### src/rtl/daq_src_arbiter.sv
// daq_src_arbiter
// Round-robin arbiter that shares one daq input slot (req/grant/data/valid/end)
// among NSRC producers. The granted source's words are forwarded through a
// single register stage. A per-packet watchdog forces a terminating abort word
// when a packet stalls for TIMEOUT cycles or its requester goes away, so the
// daq slot can never be held forever.
//
// Optional feature macro: DAQ_ARB_PRIO0_EN
//   defined   : source 0 wins every arbitration in which it requests, and the
//               round-robin pointer only advances after grants to sources
//               1..NSRC-1 (high-rate signal capture path).
//   undefined : pure round robin.

module daq_src_arbiter #(
  parameter int          NSRC       = 4,
  parameter int          TIMEOUT    = 4096,
  parameter int          TO_BITS    = 13,
  parameter logic [31:0] ABORT_WORD = 32'hdead0000
) (
  input  logic                 clk,
  input  logic                 rst_n,
  input  logic [32*NSRC-1:0]   src_data,
  input  logic [NSRC-1:0]      src_valid,
  input  logic [NSRC-1:0]      src_end,
  input  logic [NSRC-1:0]      src_req,
  output logic [NSRC-1:0]      src_grant,
  output logic [31:0]          out_data,
  output logic                 out_valid,
  output logic                 out_end,
  output logic                 out_req,
  input  logic                 out_grant,
  output logic [NSRC-1:0]      abort_err,
  input  logic                 abort_clr
);

  localparam int PTR_W = (NSRC > 1) ? $clog2(NSRC) : 1;

  typedef enum logic [1:0] {
    ST_IDLE = 2'd0,
    ST_WAIT = 2'd1,
    ST_XFER = 2'd2,
    ST_DONE = 2'd3
  } state_t;

  // ---------------------------------------------------------------------------
  // State and next-state signals
  // ---------------------------------------------------------------------------
  state_t             state_r;
  state_t             state_nxt;
  logic [PTR_W-1:0]   winner_r;
  logic [PTR_W-1:0]   winner_nxt;
  logic [PTR_W-1:0]   ptr_r;
  logic [PTR_W-1:0]   ptr_nxt;
  logic [TO_BITS-1:0] wdog_r;
  logic [TO_BITS-1:0] wdog_nxt;

  logic [NSRC-1:0]    grant_nxt;
  logic [31:0]        data_nxt;
  logic               valid_nxt;
  logic               end_nxt;
  logic               req_nxt;
  logic [NSRC-1:0]    abort_set;
  logic [NSRC-1:0]    abort_nxt;

  // Winner-side views of the source bus
  logic [31:0]        sel_data;
  logic               sel_valid;
  logic               sel_end;
  logic               sel_req;
  logic [NSRC-1:0]    win_onehot;
  logic [31:0]        abort_word;
  logic [PTR_W-1:0]   ptr_after_win;
  logic               wdog_expired;

  // ---------------------------------------------------------------------------
  // Arbitration helper: first requester at or after ptr, wrapping at NSRC.
  // With the priority feature enabled, source 0 overrides the rotation.
  // ---------------------------------------------------------------------------
  function automatic logic [PTR_W-1:0] pick_next(
    input logic [NSRC-1:0]  req,
    input logic [PTR_W-1:0] ptr
  );
    logic [PTR_W-1:0] pick;
    logic [PTR_W-1:0] idx_w;
    logic             found;
    int               idx;
    pick  = ptr;
    found = 1'b0;
    for (int k = 0; k < NSRC; k++) begin
      idx   = (int'(ptr) + k) % NSRC;
      idx_w = PTR_W'(idx);
      if (!found && req[idx_w]) begin
        pick  = idx_w;
        found = 1'b1;
      end else begin
        pick  = pick;
      end
    end
`ifdef DAQ_ARB_PRIO0_EN
    if (req[0]) begin
      pick = {PTR_W{1'b0}};
    end else begin
      pick = pick;
    end
`endif
    return pick;
  endfunction

  // Index following the winner, wrapping to 0 after the last source.
  function automatic logic [PTR_W-1:0] wrap_inc(input logic [PTR_W-1:0] w);
    logic [PTR_W-1:0] r;
    if (w == PTR_W'(NSRC - 1)) begin
      r = {PTR_W{1'b0}};
    end else begin
      r = w + PTR_W'(1);
    end
    return r;
  endfunction

  // Mux the latched winner's channel out of the flattened source bus.
  always_comb begin
    sel_data   = 32'h0000_0000;
    sel_valid  = 1'b0;
    sel_end    = 1'b0;
    sel_req    = 1'b0;
    win_onehot = {NSRC{1'b0}};
    for (int i = 0; i < NSRC; i++) begin
      win_onehot[i] = (winner_r == PTR_W'(i));
      sel_data      = win_onehot[i] ? src_data[32*i +: 32] : sel_data;
      sel_valid     = win_onehot[i] ? src_valid[i]         : sel_valid;
      sel_end       = win_onehot[i] ? src_end[i]           : sel_end;
      sel_req       = win_onehot[i] ? src_req[i]           : sel_req;
    end
  end

  // Abort word tags the offending source in the low bits; pointer successor.
  always_comb begin
    abort_word    = ABORT_WORD | {{(32-PTR_W){1'b0}}, winner_r};
    ptr_after_win = wrap_inc(winner_r);
    wdog_expired  = (wdog_r == TO_BITS'(TIMEOUT - 1));
  end

  // Next-state, datapath and flag logic for the IDLE/WAIT/XFER/DONE sequence.
  always_comb begin
    state_nxt  = state_r;
    winner_nxt = winner_r;
    ptr_nxt    = ptr_r;
    wdog_nxt   = wdog_r;
    grant_nxt  = src_grant;
    data_nxt   = out_data;
    valid_nxt  = 1'b0;
    end_nxt    = 1'b0;
    req_nxt    = out_req;
    abort_set  = {NSRC{1'b0}};

    case (state_r)
      ST_IDLE: begin
        grant_nxt = {NSRC{1'b0}};
        if (|src_req) begin
          winner_nxt = pick_next(src_req, ptr_r);
          req_nxt    = 1'b1;
          state_nxt  = ST_WAIT;
        end else begin
          req_nxt    = 1'b0;
        end
      end

      ST_WAIT: begin
        // Winner is frozen here; the watchdog starts only once granted.
        if (out_grant) begin
          grant_nxt = win_onehot;
          wdog_nxt  = {TO_BITS{1'b0}};
          state_nxt = ST_XFER;
        end else begin
          grant_nxt = {NSRC{1'b0}};
        end
      end

      ST_XFER: begin
        if (!sel_req) begin
          // Requester abandoned the packet (including zero-length packets).
          data_nxt  = abort_word;
          valid_nxt = 1'b1;
          end_nxt   = 1'b1;
          abort_set = win_onehot;
          grant_nxt = {NSRC{1'b0}};
          state_nxt = ST_DONE;
        end else if (sel_valid) begin
          // A valid word always wins over watchdog expiry in the same cycle.
          data_nxt  = sel_data;
          valid_nxt = 1'b1;
          end_nxt   = sel_end;
          wdog_nxt  = {TO_BITS{1'b0}};
          if (sel_end) begin
            grant_nxt = {NSRC{1'b0}};
            state_nxt = ST_DONE;
          end else begin
            state_nxt = ST_XFER;
          end
        end else if (wdog_expired) begin
          data_nxt  = abort_word;
          valid_nxt = 1'b1;
          end_nxt   = 1'b1;
          abort_set = win_onehot;
          grant_nxt = {NSRC{1'b0}};
          state_nxt = ST_DONE;
        end else begin
          data_nxt  = sel_data;
          wdog_nxt  = wdog_r + TO_BITS'(1);
        end
      end

      ST_DONE: begin
        // Dropping out_req here and re-raising no earlier than IDLE leaves
        // at least one low cycle between packets.
        req_nxt   = 1'b0;
        grant_nxt = {NSRC{1'b0}};
`ifdef DAQ_ARB_PRIO0_EN
        if (winner_r != {PTR_W{1'b0}}) begin
          ptr_nxt = ptr_after_win;
        end else begin
          ptr_nxt = ptr_r;
        end
`else
        ptr_nxt   = ptr_after_win;
`endif
        state_nxt = ST_IDLE;
      end

      default: begin
        req_nxt   = 1'b0;
        grant_nxt = {NSRC{1'b0}};
        state_nxt = ST_IDLE;
      end
    endcase

    // A new abort beats a simultaneous clear.
    abort_nxt = (abort_err & ~{NSRC{abort_clr}}) | abort_set;
  end

  // State register plus all registered outputs, asynchronously reset.
  always_ff @(posedge clk or negedge rst_n) begin
    if (!rst_n) begin
      state_r   <= ST_IDLE;
      winner_r  <= {PTR_W{1'b0}};
      ptr_r     <= {PTR_W{1'b0}};
      wdog_r    <= {TO_BITS{1'b0}};
      src_grant <= {NSRC{1'b0}};
      out_data  <= 32'h0000_0000;
      out_valid <= 1'b0;
      out_end   <= 1'b0;
      out_req   <= 1'b0;
      abort_err <= {NSRC{1'b0}};
    end else begin
      state_r   <= state_nxt;
      winner_r  <= winner_nxt;
      ptr_r     <= ptr_nxt;
      wdog_r    <= wdog_nxt;
      src_grant <= grant_nxt;
      out_data  <= data_nxt;
      out_valid <= valid_nxt;
      out_end   <= end_nxt;
      out_req   <= req_nxt;
      abort_err <= abort_nxt;
    end
  end

endmodule

### config.mk
export PLATFORM = sky130hd
export DESIGN_NAME = daq_src_arbiter
export DESIGN_NICKNAME = d
export VERILOG_FILES = /design/src/rtl/daq_src_arbiter.sv
export SDC_FILE = /design/constraint.sdc
export NUM_CORES = 1
export LEC_CHECK = 0
export CAP_MARGIN = 40
export CORE_MARGIN = 2
export CORE_UTILIZATION = 43
export DETAILED_ROUTE_END_ITERATION = 6
export PLACE_DENSITY_LB_ADDON = 0.2
export REMOVE_ABC_BUFFERS = 1
export SYNTH_ARGS = -nofsm -noshare
export SYNTH_HDL_FRONTEND = slang
export SYNTH_SLANG_ARGS = --single-unit
### constraint.sdc
create_clock -name clk -period 2.7 [get_ports clk]
set_input_delay 0.27 -clock clk [delete_from_list [all_inputs] [get_ports clk]]
set_output_delay 0.27 -clock clk [all_outputs]
set_load 0.01 [all_outputs]
Word level (Yosys, flattened, before mapping)
Index checks and enable logic that the tools add are counted.
{ "totals": {"regBits": 62, "latch_bits": 0, "ramBits": 0, "romBits": 0, "output_inout_bits": 43, "elab_cells": 122, "n_memories": 0} }
{ "op_classes": {"add_sub_neg": 5, "multipliers": 0, "n_div": 0, "magnitude_cmp": 4, "eq_ne": 13, "n_shift": 0, "mux": 71, "bitwise": 3, "reduce_logical": 16} }
{ "op_table": {"columns": ["op", "n"], "rows": [
  ["32-bit 2-to-1 mux", 7],
  ["13-bit 2-to-1 mux", 4],
  ["4-bit 2-to-1 mux", 9],
  ["1-bit 2-to-1 mux", 34],
  ["13-bit case mux with 2 select lines", 1],
  ["2-bit 2-to-1 mux", 9],
  ["13-bit by 1-bit adder with 13-bit output (second input constant)", 1],
  ["13-bit by 12-bit == test with 1-bit output (second input constant)", 1],
  ["2-bit by 3-bit less-than comparator with 1-bit output (second input constant)", 4],
  ["4-bit case mux with 3 select lines", 1],
  ["1-bit binary-select mux with 2-bit select", 4],
  ["2-bit == test (second input constant)", 4],
  ["4-bit != test (second input constant)", 2],
  ["2-bit case mux with 4 select lines", 1],
  ["2-bit != test (second input constant)", 3],
  ["2-bit by 1-bit adder with 2-bit output (second input constant)", 2],
  ["2-bit adder (second input constant)", 2],
  ["4-bit AND", 1],
  ["2-bit by 1-bit == test with 1-bit output (second input constant)", 2],
  ["2-bit logical NOT", 2],
  ["4-bit inverter", 1],
  ["4-bit OR", 1],
  ["2-bit AND reduction", 2],
  ["4-bit AND reduction", 1],
  ["other kinds (8)", 13]
]} }

Logic depth before layout (Yosys ltp)
{ "logic_depth": {"depth_word": 18, "depth_mapped": 10, "mapped_depth_nobuf": 7} }

Least setup slack after synthesis
No wires, ideal clock.
{ "synth_timing": {"path_type": "register to register", "startpoint": "register winner_r[0]", "endpoint": "register src_grant[0]", "setup_ns": 0.128, "t_arrival_ns": 1.993, "required_ns": 2.572, "setup_slack_ns": 0.579, "path_stages_with_launch": 9, "n_path_buf": 1, "synth_period_minus_slack_ns": 2.121, "path_cell_list": "dfrtp_1 inv_1 ha_1 buf_2 nor3b_2 a221oi_4 o211ai_2 a211oi_2 mux2_1"} }
{ "synth_via": {"elab_chain_cells": 8, "word_cells_on_any_way": 23, "cone_classes": "5 x eq/ne; 16 x mux; 2 x reduce/logical"} }
{ "synth_rtl": {"columns": ["element", "line", "rtl"], "rows": [
  ["from (decl)", "50", "logic [PTR_W-1:0] winner_r;"],
  ["from (signal assigned)", "245", "winner_r <= {PTR_W{1'b0}};"],
  ["from (signal assigned)", "256", "winner_r <= winner_nxt;"],
  ["2-bit logical NOT", "128", "win_onehot[i] = (winner_r == PTR_W'(i));"],
  ["1-bit 2-to-1 mux (4 in series)", "130", "sel_valid = win_onehot[i] ? src_valid[i] : sel_valid;"],
  ["4-bit 2-to-1 mux", "188", "end else if (sel_valid) begin"],
  ["4-bit 2-to-1 mux", "180", "if (!sel_req) begin"],
  ["4-bit case mux with 3 select lines", "156", "case (state_r)"],
  ["to (signal assigned)", "248", "src_grant <= {NSRC{1'b0}};"],
  ["to (signal assigned)", "259", "src_grant <= grant_nxt;"],
  ["to (decl)", "26", "output logic [NSRC-1:0] src_grant,"]
]} }
Several ways; a longest one is shown, not always the timed one.
A chain may end at the register's enable or synchronous reset.

Worst setup path in the final report
{ "layout_timing": {"startpoint": "register winner_r[0]", "endpoint": "register wdog_r[11]"} }
{ "layout_via": {"elab_chain_cells": 8, "word_cells_on_any_way": 18, "cone_classes": "5 x eq/ne; 11 x mux; 2 x reduce/logical"} }
{ "layout_rtl": {"columns": ["element", "line", "rtl"], "rows": [
  ["2-bit logical NOT", "128", null],
  ["1-bit 2-to-1 mux (4 in series)", "130", null],
  ["13-bit 2-to-1 mux", "188", null],
  ["13-bit 2-to-1 mux", "180", null],
  ["13-bit case mux with 2 select lines", "156", null],
  ["to (signal assigned)", "247", "wdog_r <= {TO_BITS{1'b0}};"],
  ["to (signal assigned)", "258", "wdog_r <= wdog_nxt;"],
  ["to (decl)", "54", "logic [TO_BITS-1:0] wdog_r;"]
]} }
Several ways; a longest one is shown, not always the timed one. The select of a mux whose other input is x is not followed.

==> results.md <==
| Group | Metric | This run |
|---|---|---|
| run status | Outcome | finished, final reports clean |
| power | Worst-case vdd ir drop | 571 uV |
| clock tree | CTS tree | built |
| sta | Minimum clock period | 2.43 ns |
| grt | Global-route wire length before repair | 20,600 um |
| clock tree | Number of setup buffers added after CTS | 0 |
| sta | Endpoints failing hold | 0 |
| sta | Slew at the pin with the worst max-slew slack | 0.781 ns |
| yosys | Yosys warns | 0 |
| yosys | Asr flop ratio synth | 1.00 |
| setup path | Worst setup SP type | flip-flop |
| clock tree | Hold bufs inserted after CTS | 0 |
| die | Num rows | 36 |
| yosys | Synth Flop Type | sky130_fd_sc_hd__dfrtp_1 |
| clock tree | Number of CTS-inserted buffers | 9 |
| route | DRT iter0 DRCs | 265 |
| yosys | Share of the synthesized area in the top cell type | 0.365 |
| route | Count of vias placed by the detailed router | 4,529 |
| setup path | Largest driver fanout on the critical path | 12 |
| clock tree | Worst-case clock buffer depth | 2 |
| sta | Ratio of final minimum period to clock period | 0.900 |
| sta | Setup clock skew after layout | 0.0122 ns |
| setup path | Kind of end point of the critical path | flip-flop |
| setup path | Required time of the critical path | 2.97 ns |
| sta | Final setup viols | 0 |
| route | Wirelength, routed | 14,000 um |
| yosys | Netlist cell types | 53 |
| cells and area | Antenna diode instance count | 0 |
| die | Horizontal die dimension | 103 um |
| sta | Relative slew slack | 0.479 |
| clock tree | Worst-path clk slew | 0.07 ns |
| cells and area | Ratio of cells with drive above 1 in the final layout | 0.0855 |
| grt | Total GRT Usage | 0.247 |
| die | Boundary pin count | 187 |
| cells and area | Synth-to-layout area growth | 51.2% |
| clock tree | Level count of the clock H-tree | 3 |
| grt | Remaining global-route overflow | 0 |
| setup path | CP Class | flip-flop to flip-flop |
| clock tree | Worst-Skew Late Latency | 0.35 ns |
| placed design | Worst slack after detailed placement | 0.283 ns |
| job | Number of maximum-capacitance violations | 0 |
| sta | Pins Over Slew Limit | 0 |
| grt | Pin count of the biggest net entering global routing | 61 |
| cells and area | Cell area after layout | 6430 um2 |
| route | Number of nets with antenna violations after detailed routing | 0 |
| yosys | Synthesis-stage register bit count | 62 |
| placed design | Number of buffers added on ports | 186 |
| route | DRC Markers | 0 |
| cells and area | Commonest cells after routing, fill and taps aside | sky130_fd_sc_hd__clkdlybuf4s50_1, sky130_fd_sc_hd__a21oi_1, sky130_fd_sc_hd__nand2_1 |
| placed design | HPWL Detailed | 10,200 um |
| route | DR vias/cell | 5.50 |
| placed design | Placed Instance Area | 6220 um2 |
| cells and area | Number of nets at the end of the flow | 838 |
| cells and area | Leading cell type in the layout, fill and taps excluded | sky130_fd_sc_hd__clkdlybuf4s50_1 |
| sta | RSZ-0062 raised after global routing | no |
| sta | Smallest setup slack after layout | 0.270 ns |
| yosys | Area contributors post-synth | sky130_fd_sc_hd__dfrtp_1, sky130_fd_sc_hd__a21oi_1, sky130_fd_sc_hd__nand2_1 |
| route | WL per Instance | 17.0 um |
| yosys | Register area share after synthesis | 0.365 |
| placed design | Routability cong. | 0.887 |
| clock tree | Clock root cell | sky130_fd_sc_hd__clkbuf_8 |
| die | Area of the core | 9680 um2 |
| clock tree | Number of resized instances in the post-cts repair step | 0 |
| sta | Upper clock frequency limit | 412 MHz |
| yosys | Syn Std Cell Area | 4260 um2 |
| power | Leakage dissipation | 2.69 nW |
| setup path | Data arrival time of the critical path | 2.70 ns |
| cells and area | Share of the core filled with cells | 0.664 |
| setup path | Worst setup slack for register-to-register paths | 0.27 ns |
| placed design | Number of placed instances, taps included | 807 |
| die | Die area | 10,700 um2 |
| hold path | Tightest Hold Check Type | input pin to asynchronous set/reset pin |
| grt | Vias in the first global route | 4,149 |
| cells and area | Final cell count without fillers | 823 |
| yosys | Mean instance size in the synthesized netlist | 8.25 um2 |
| die | Starting utilization of the core area | 0.439 |
| yosys | Largest area contributor in the synthesized netlist | sky130_fd_sc_hd__dfrtp_1 |
| power | Total power divided by cell area | 933 nW/um2 |
| grt | Number of antenna violations at the first check in global routing | 0 |
| route | Count of TritonRoute iterations in the first routing pass | 5 |
| yosys | Number of enable-type register cells in the synthesized netlist | 0 |
| clock tree | TritonCTS sink count | 62 |
| yosys | Cell count after synthesis | 516 |
| die | Die Y-Extent | 103 um |
[synth_stat cells (2+ instances only)]
master	number
sky130_fd_sc_hd__a21oi_1	81
sky130_fd_sc_hd__nand2_1	72
sky130_fd_sc_hd__dfrtp_1	62
sky130_fd_sc_hd__inv_1	46
sky130_fd_sc_hd__o21ai_0	39
sky130_fd_sc_hd__clkbuf_1	28
sky130_fd_sc_hd__a22o_1	23
sky130_fd_sc_hd__o2bb2ai_1	19
sky130_fd_sc_hd__nor2_1	18
sky130_fd_sc_hd__nand3_1	13
sky130_fd_sc_hd__a221oi_2	9
sky130_fd_sc_hd__ha_1	9
sky130_fd_sc_hd__and3_1	7
sky130_fd_sc_hd__a31oi_1	6
sky130_fd_sc_hd__a31oi_2	6
sky130_fd_sc_hd__nand2b_1	6
sky130_fd_sc_hd__buf_2	5
sky130_fd_sc_hd__mux2_1	4
sky130_fd_sc_hd__nor2b_1	4
sky130_fd_sc_hd__a221oi_1	3
sky130_fd_sc_hd__and2_1	3
sky130_fd_sc_hd__and4_1	3
sky130_fd_sc_hd__buf_1	3
sky130_fd_sc_hd__buf_4	3
sky130_fd_sc_hd__buf_6	3
sky130_fd_sc_hd__nand4_1	3
sky130_fd_sc_hd__o221ai_1	3
sky130_fd_sc_hd__o22ai_1	3
sky130_fd_sc_hd__a211oi_2	2
sky130_fd_sc_hd__a22oi_1	2
sky130_fd_sc_hd__nand3b_1	2
sky130_fd_sc_hd__nor4_1	2
sky130_fd_sc_hd__o211ai_1	2
sky130_fd_sc_hd__o311ai_1	2
sky130_fd_sc_hd__o31ai_1	2
[worst max-delay path, cell delays in order (launching register included)]
cell and delay [ns]:
sky130_fd_sc_hd__dfrtp_1 0.45, sky130_fd_sc_hd__inv_1 0.13, sky130_fd_sc_hd__ha_1 0.27, sky130_fd_sc_hd__nand2_1 0.08
sky130_fd_sc_hd__o211ai_1 0.41, sky130_fd_sc_hd__and4_1 0.56, sky130_fd_sc_hd__nand2_1 0.23, sky130_fd_sc_hd__o221ai_2 0.23
[worst paths after layout]
| kind | start | to | depth (start not counted) |
|---|---|---|---|
| max | winner_r[0] | wdog_r[11] | 7 |
| min | rst_n | out_data[28] | 1 |
| max reg2reg | winner_r[0] | wdog_r[11] | 7 |
| min reg2reg | out_data[11] | out_data[11] | 1 |
| max in group asynchronous | rst_n | ptr_r[1] | 2 |
| min in group clk | out_data[11] | out_data[11] | 1 |
[cell type report]
cell class,instances,area (um2)
flip-flops and latches,62,1550
multi-input cells,365,2350
well taps,133,166
repair buffers,200,1970
fillers,806,3250
clock buffers,12,145
clock inverters,4,70.1
inverters,47,176
[cells by family after synthesis]
logic type | synth area share
simple gates | 0.154
buf+inv | 0.0879
compound gates | 0.352
fa+ha+maj | 0.0265
flops | 0.365
mux | 0.0156
[power by group]
group          internal (mW)  total [mW]  switching [mW]
Combinational           1.60        3.76            2.16
Sequential              1.18        1.34           0.160
Clock                  0.543       0.901           0.358
[layer usage]
layer  up-vias  part of all wire  track usage
met5         -                 0            0
met3        21             0.068       0.0491
li1       2197                 -            -
met2       170              0.49        0.421
met4         0             0.018       0.0870
met1      2141              0.43        0.314
[sequential cells by signal, summed over array words and instances, names as in the netlist]
| register | flops |
|---|---|
| ptr_r | 2 |
| wdog_r | 13 |
| out_valid | 1 |
| abort_err | 4 |
| winner_r | 2 |
| src_grant | 4 |
| out_req | 1 |
| out_data | 32 |
| out_end | 1 |
| state_r | 2 |
[per-stage QoR]
step	power, mW	TNS, ns	hold WS (ns)
after floorplan	3.66	-60.50	-0.0256
after global placement	5.02	0	0.389
after detailed placement	5.11	0	0.391
after CTS	6.04	0	0.0173
after global routing	6.47	0	0.0577
final	6.00	0	0.00634
Power figures use the tool's default switching activity.
